===== config.mk =====
export PLATFORM = sky130hd
export DESIGN_NAME = line_feed_scheduler
export DESIGN_NICKNAME = d
export VERILOG_FILES = /design/src/rtl/img_pkg.sv /design/src/rtl/line_credit_counter.sv /design/src/rtl/line_feed_scheduler.sv
export SDC_FILE = /design/constraint.sdc
export NUM_CORES = 1
export LEC_CHECK = 0
export BUFFER_PORTS_ARGS = -buffer_cell sky130_fd_sc_hd__clkbuf_2
export CORE_MARGIN = 1
export CORE_UTILIZATION = 58
export CTS_CLUSTER_DIAMETER = 30
export CTS_CLUSTER_SIZE = 14
export DETAILED_ROUTE_END_ITERATION = 8
export PLACE_DENSITY = 0.76
export SLEW_MARGIN = 20
export SYNTH_ARGS = -nofsm -noshare
export SYNTH_HDL_FRONTEND = slang
export SYNTH_SLANG_ARGS = --single-unit

===== constraint.sdc =====
create_clock -name i_clk -period 3.4 [get_ports i_clk]
set_clock_uncertainty 0.2 [all_clocks]
set_input_delay 0.34 -clock i_clk [delete_from_list [all_inputs] [get_ports i_clk]]
set_output_delay 0.34 -clock i_clk [all_outputs]
set_load 0.02 [all_outputs]

===== src/rtl/img_pkg.sv =====
// Shared image-pipeline definitions: scheduler state encoding and the
// counter-width helpers reused by other image blocks.
package img_pkg;

    localparam logic [1:0] IDLE   = 2'd0;
    localparam logic [1:0] STREAM = 2'd1;
    localparam logic [1:0] DRAIN  = 2'd2;
    localparam logic [1:0] CLEAR  = 2'd3;

    typedef enum logic [1:0] {
        S_IDLE   = IDLE,
        S_STREAM = STREAM,
        S_DRAIN  = DRAIN,
        S_CLEAR  = CLEAR
    } lfs_state_e;

    function automatic int credit_w(input int buffers);
        return $clog2(buffers + 1);
    endfunction

    function automatic int line_cnt_w(input int lines);
        return $clog2(lines + 1);
    endfunction

endpackage


===== src/rtl/line_credit_counter.sv =====
// Saturating up/down credit counter; a load restores the full credit and
// an increment at full credit raises the overflow flag instead.
module line_credit_counter #(
    parameter int MAX = 4,
    parameter int W   = 3
) (
    input  logic         i_clk,
    input  logic         i_rst,
    input  logic         i_load,
    input  logic         i_inc,
    input  logic         i_dec,
    output logic [W-1:0] o_count,
    output logic         o_ovf
);

    localparam logic [W-1:0] MAXV = W'(MAX);

    logic [W-1:0] count_q;
    logic [W-1:0] count_d;
    logic         full;

    assign full    = (count_q == MAXV);
    assign o_ovf   = i_inc && !i_dec && full;
    assign o_count = count_q;

    always_comb begin
        count_d = count_q;
        if (i_load) begin
            count_d = MAXV;
        end else if (i_inc && !i_dec && !full) begin
            count_d = count_q + 1'b1;
        end else if (i_dec && !i_inc && (count_q != '0)) begin
            count_d = count_q - 1'b1;
        end
    end

    always_ff @(posedge i_clk) begin
        if (i_rst) begin
            count_q <= MAXV;
        end else begin
            count_q <= count_d;
        end
    end

endmodule


===== src/rtl/line_feed_scheduler.sv =====
// Forwards whole pixel lines into the line buffers only while buffer
// credit is available, and clears the buffer block at frame end.
module line_feed_scheduler
    import img_pkg::*;
#(
    parameter int PIXEL_WIDTH  = 8,
    parameter int LINE_WIDTH   = 512,
    parameter int BUFFER_COUNT = 4,
    parameter int OUTPUT_LINES = 3,
    parameter int IMAGE_HEIGHT = 512
) (
    input  logic                                 i_clk,
    input  logic                                 i_rst,
    input  logic                                 i_start,
    input  logic [PIXEL_WIDTH-1:0]               i_s_data,
    input  logic                                 i_s_valid,
    output logic                                 o_s_ready,
    output logic [PIXEL_WIDTH-1:0]               o_pixel_data,
    output logic                                 o_pixel_data_valid,
    input  logic                                 i_intr,
    output logic                                 o_lb_rst,
    output logic                                 o_busy,
    output logic                                 o_frame_done,
    output logic [$clog2(BUFFER_COUNT+1)-1:0]    o_credit,
    output logic                                 o_err
);

    localparam int CW   = credit_w(BUFFER_COUNT);
    localparam int LW   = line_cnt_w(IMAGE_HEIGHT);
    localparam int COLW = (LINE_WIDTH > 1) ? $clog2(LINE_WIDTH) : 1;
    localparam int EXPW = IMAGE_HEIGHT - OUTPUT_LINES + 1;

    localparam logic [COLW-1:0] COL_LAST  = COLW'(LINE_WIDTH - 1);
    localparam logic [LW-1:0]   LINE_LAST = LW'(IMAGE_HEIGHT - 1);
    localparam logic [LW-1:0]   WIN_EXP   = LW'(EXPW);

    lfs_state_e             state_q;
    logic [COLW-1:0]        col_q;
    logic [LW-1:0]          lines_q;
    logic [LW-1:0]          intr_cnt_q;
    logic [PIXEL_WIDTH-1:0] pix_q;
    logic                   pv_q;
    logic                   lb_rst_q;
    logic                   fd_q;
    logic                   busy_q;
    logic                   err_q;

    logic [CW-1:0] credit;
    logic          ovf;
    logic          active;
    logic          ready;
    logic          xfer;
    logic          wrap;
    logic          load;
    logic          intr_ok;
    logic          intr_bad;

    assign active   = (state_q == S_STREAM) || (state_q == S_DRAIN);
    assign ready    = (state_q == S_STREAM) && (credit != '0);
    assign xfer     = i_s_valid && ready;
    assign wrap     = xfer && (col_q == COL_LAST);
    assign load     = ((state_q == S_IDLE) && i_start) ||
                      (state_q == S_CLEAR);
    assign intr_ok  = i_intr && active && !ovf;
    assign intr_bad = (i_intr && !active) || ovf;

    line_credit_counter #(
        .MAX (BUFFER_COUNT),
        .W   (CW)
    ) u_credit (
        .i_clk   (i_clk),
        .i_rst   (i_rst),
        .i_load  (load),
        .i_inc   (i_intr && active),
        .i_dec   (wrap),
        .o_count (credit),
        .o_ovf   (ovf)
    );

    always_ff @(posedge i_clk) begin
        if (i_rst) begin
            state_q    <= S_IDLE;
            col_q      <= '0;
            lines_q    <= '0;
            intr_cnt_q <= '0;
            pix_q      <= '0;
            pv_q       <= 1'b0;
            lb_rst_q   <= 1'b0;
            fd_q       <= 1'b0;
            busy_q     <= 1'b0;
            err_q      <= 1'b0;
        end else begin
            pv_q     <= xfer;
            lb_rst_q <= 1'b0;
            fd_q     <= 1'b0;
            if (xfer) begin
                pix_q <= i_s_data;
            end
            if (intr_bad) begin
                err_q <= 1'b1;
            end
            if (intr_ok) begin
                intr_cnt_q <= intr_cnt_q + 1'b1;
            end
            unique case (state_q)
                S_IDLE: begin
                    if (i_start) begin
                        state_q    <= S_STREAM;
                        col_q      <= '0;
                        lines_q    <= '0;
                        intr_cnt_q <= '0;
                        busy_q     <= 1'b1;
                    end
                end
                S_STREAM: begin
                    if (xfer) begin
                        col_q <= wrap ? '0 : col_q + 1'b1;
                    end
                    if (wrap) begin
                        lines_q <= lines_q + 1'b1;
                        // Last line of the frame: skip DRAIN if all
                        // read windows have already come back.
                        if (lines_q == LINE_LAST) begin
                            if (intr_cnt_q >= WIN_EXP) begin
                                state_q  <= S_CLEAR;
                                lb_rst_q <= 1'b1;
                                fd_q     <= 1'b1;
                            end else begin
                                state_q <= S_DRAIN;
                            end
                        end
                    end
                end
                S_DRAIN: begin
                    if (intr_cnt_q >= WIN_EXP) begin
                        state_q  <= S_CLEAR;
                        lb_rst_q <= 1'b1;
                        fd_q     <= 1'b1;
                    end
                end
                S_CLEAR: begin
                    state_q <= S_IDLE;
                    busy_q  <= 1'b0;
                end
            endcase
        end
    end

    assign o_s_ready          = ready;
    assign o_pixel_data       = pix_q;
    assign o_pixel_data_valid = pv_q;
    assign o_lb_rst           = lb_rst_q;
    assign o_busy             = busy_q;
    assign o_frame_done       = fd_q;
    assign o_credit           = credit;
    assign o_err              = err_q;

endmodule


==> impl_metrics.json <==
{
  "grt_pass1_vias": 1844,
  "drtAntennaViolNets": 0,
  "synth_fa_ha_area_share_pct": 5.18,
  "preCtsSetupSlack_ns": 0.405,
  "cp_num_buf_inv": 0,
  "holdBufCountCts": 0,
  "irDropWorstVdd_uv": 278,
  "synthXorXnorAreaFrac_pct": 1.71,
  "critPathTopFamily": "simple AND/OR/NAND/NOR gates",
  "fin_setup_tns_ns": 0,
  "synth_compound_area_share_pct": 24.3,
  "synth.area.mux_share_pct": 1.95,
  "ys_types": 63,
  "fin_ws_ns": 0.387,
  "clk_path_buf_depth": 2,
  "critPathMostFrequentCell": "and3_1",
  "cts_tree": "yes",
  "p_sw_mw": 0.522,
  "crit_required_ns": 3.44,
  "outcome": "finished, final reports clean",
  "start_util_pct": 62.3,
  "synth_simple_gate_area_share_pct": 25.9,
  "fin_crit_ns": 3.01,
  "ys_warn_count": 0,
  "cp.arrival_ns": 3.06,
  "fmax_mhz": 332,
  "via_per_inst": 5.91,
  "p_leak_nw": 1.03,
  "place.gp.congestion": 0.839,
  "firstDrtPassIters": 4,
  "synth_nets": 316,
  "netlist_instances": 293,
  "synthTopCellsByArea": "dfxtp_1 (36%), a21oi_1 (6.6%), nand2_1 (4.7%)",
  "setup_viol": 0,
  "die_area_sq_um": 4690,
  "grt_pass1_wl_um": 8160,
  "place_hpwl_um": 3570,
  "synthFlopType": "dfxtp_1",
  "drc": 0,
  "timing_worst_slew_pin_value_ns": 0.927,
  "ioPinCount": 30,
  "htree_num_levels": 2,
  "routed_wl_um": 5020,
  "cts_sinks": 46,
  "synth_top_family_by_area": "simple AND/OR/NAND/NOR gates",
  "yosys.area.top_type": "dfxtp_1",
  "critical_path.endpoint_type": "flop",
  "wl_per_cell_um": 13.8,
  "swShare_pct": 36.9,
  "num_vias": 2144,
  "rsz0062_at_grt": "no",
  "rows": 23,
  "grt-ovfl-total": 0,
  "cts_buffers": 5,
  "hold_viol_final": 0,
  "cts-root-buf": "clkbuf_8",
  "clk_latency_ns": 0.30,
  "post_cts_buffers": 0,
  "antennaDiodeCount": 0,
  "area_growth_syn_to_layout_pct": 7.67,
  "layout-drive-gt1-share_pct": 17.3,
  "critPathMaxFanout": 8,
  "synth_edf_count": 0,
  "hold_class": "in2reg",
  "cpMaxStageDelayCell": "fa_1",
  "max_stage_delay_ns": 0.42,
  "synth_seq_cells": 46,
  "core_area_sq_um": 4120,
  "start_kind": "flop",
  "die_y_um": 68.5,
  "grt_usage_pct": 23.3,
  "clkSlewWorstSetupHoldPaths_ns": 0.08,
  "synthArstFlopShare_pct": 0,
  "final_min_period_over_clock_period_pct": 88.6,
  "intPower_mw": 0.894,
  "dieWidth_um": 68.5,
  "pwr-share-seq_pct": 42.1,
  "p_comb_share_pct": 33.8,
  "cts_resized": 0,
  "synth_top_area_share_pct": 35.9,
  "num-nets-final": 335,
  "clkPwrFrac_pct": 24.1,
  "relSlewSlack_pct": 38.2,
  "antenna_found_initial": 0,
  "avgSynthCellArea_sq_um": 8.75,
  "maxCapViolCount": 0,
  "p_per_area_nw_per_um2": 513,
  "grt_max_degree": 32,
  "critPathKind": "reg2reg",
  "drt_iter0_drc": 62,
  "io_buffers": 29,
  "yosysSeqAreaShare_pct": 35.9,
  "slew_violations": 0,
  "syn_area_sq_um": 2560,
  "path_cells": "ha_1, and3_1, and3_1, and3_1, ha_1, a21o_4, nand2b_1, fa_1, or3_1, nand3_1"
}
==> per-stage QoR <==
| stage | cells | utilization, % | total power [mW] | cell area [sq um] | hold WS, ns |
|---|---|---|---|---|---|
| after floorplan | 293 | - | 1.01 | 2560 | 0.236 |
| after global placement | 355 | 64.8 | 1.08 | 2670 | 0.241 |
| after detailed placement | 355 | 64.8 | 1.08 | 2670 | 0.248 |
| after CTS | 363 | 67.0 | 1.43 | 2760 | 0.0459 |
| after global routing | 363 | 67.0 | 1.51 | 2760 | 0.0471 |
| final | 363 | 67.0 | 1.42 | 2760 | 0.0553 |
==> cell families (layout without fill, tap and decap cells) <==
logic type / Yosys count / count (layout)
and+or+nand+nor: 119 / 119
AOI/OAI and AO/OA: 84 / 84
DFF: 46 / 46
buffers and inverters: 24 / 44
adders and majority gates: 10 / 10
xor gates and xnor gates: 5 / 5
muxes: 5 / 5
==> Yosys cell counts (3+ instances only) <==
| library cell | instances |
|---|---|
| o31ai_1 | 4 |
| or4_1 | 4 |
| buf_2 | 3 |
| dfxtp_1 | 46 |
| a21oi_1 | 34 |
| ha_1 | 9 |
| nand2b_1 | 7 |
| clkbuf_1 | 6 |
| and2_1 | 6 |
| o21a_1 | 3 |
| o21ai_0 | 13 |
| and3_1 | 8 |
| inv_1 | 6 |
| or3_1 | 7 |
| xor2_1 | 3 |
| buf_4 | 5 |
| nor3_1 | 6 |
| nand3b_1 | 5 |
| nor2_1 | 19 |
| a41oi_1 | 3 |
| nand3_1 | 8 |
| mux2i_1 | 5 |
| nand2_1 | 32 |
| o2111a_1 | 3 |
==> final cells by class <==
| cell class | instances | area (sq um) |
|---|---|---|
| multi-input cells | 223 | 1510 |
| fillers | 364 | 1360 |
| flip-flops and latches | 46 | 921 |
| repair buffers | 29 | 145 |
| clock buffers | 7 | 86.3 |
| well taps | 50 | 62.6 |
| inverters | 7 | 26.3 |
| clock inverters | 1 | 5.00 |
==> flip-flops by register name (all words and copies together), names as in the netlist, 2 cells and up <==
name,cells
lines_q,10
col_q,9
state_q,2
intr_cnt_q,10
o_pixel_data,8
u_credit.o_count,3
==> routing by layer <==
| layer | share of wire [%] | global-route usage, % |
|---|---|---|
| met3 | 2.8 | 5.67 |
| met4 | 1.3 | 9.38 |
| met2 | 47 | 38.5 |
| met1 | 49 | 28.8 |
| met5 | 0 | 0 |
==> cell usage in the layout, fill, tap and decap left out, drive strengths merged, types with 3 or more instances in the layout <==
cell type	instances
o31ai	4
nor4	3
nand2b	7
nand4	3
nor2	20
xor2	3
nand2	32
inv	6
or4	4
nand3b	5
mux2i	5
and2	6
a41oi	3
a211oi	3
clkbuf	36
o21a	3
nor3	6
or3	7
o21ai	14
dfxtp	46
and3	8
ha	9
o2111a	3
nand3	8
a21oi	34
==> power by group through the flow <==
stage          sequential, mW  combinational, mW  clock (mW)
2_1_floorplan           0.623              0.391           0
3_3_place_gp            0.607              0.475           0
3_5_place_dp            0.609              0.475           0
4_1_cts                 0.596              0.479       0.354
5_1_grt                 0.601              0.531       0.375
6_report                0.596              0.478       0.342
==> final timing paths <==
check | from | to | cells after the start | slack, ns
min reg2reg | o_pixel_data[6]$_SDFFE_PP0P_ | o_pixel_data[6]$_SDFFE_PP0P_ | 2 | 0.26
max | col_q[0]$_SDFFE_PP0P_ | u_credit.o_count[2]$_SDFFE_PP1P_ | 10 | 0.39
max reg2reg | col_q[0]$_SDFFE_PP0P_ | u_credit.o_count[2]$_SDFFE_PP1P_ | 10 | 0.39
min | i_s_data[5] | o_pixel_data[5]$_SDFFE_PP0P_ | 3 | 0.06
==> tightest hold or removal path: cells and delay by family <==
family                 cells  cell delay, ns
AOI/OAI and AO/OA          1            0.05
buffers and inverters      1            0.08
and+or+nand+nor            1            0.04
Note: power is estimated with default switching activity, not from simulation.
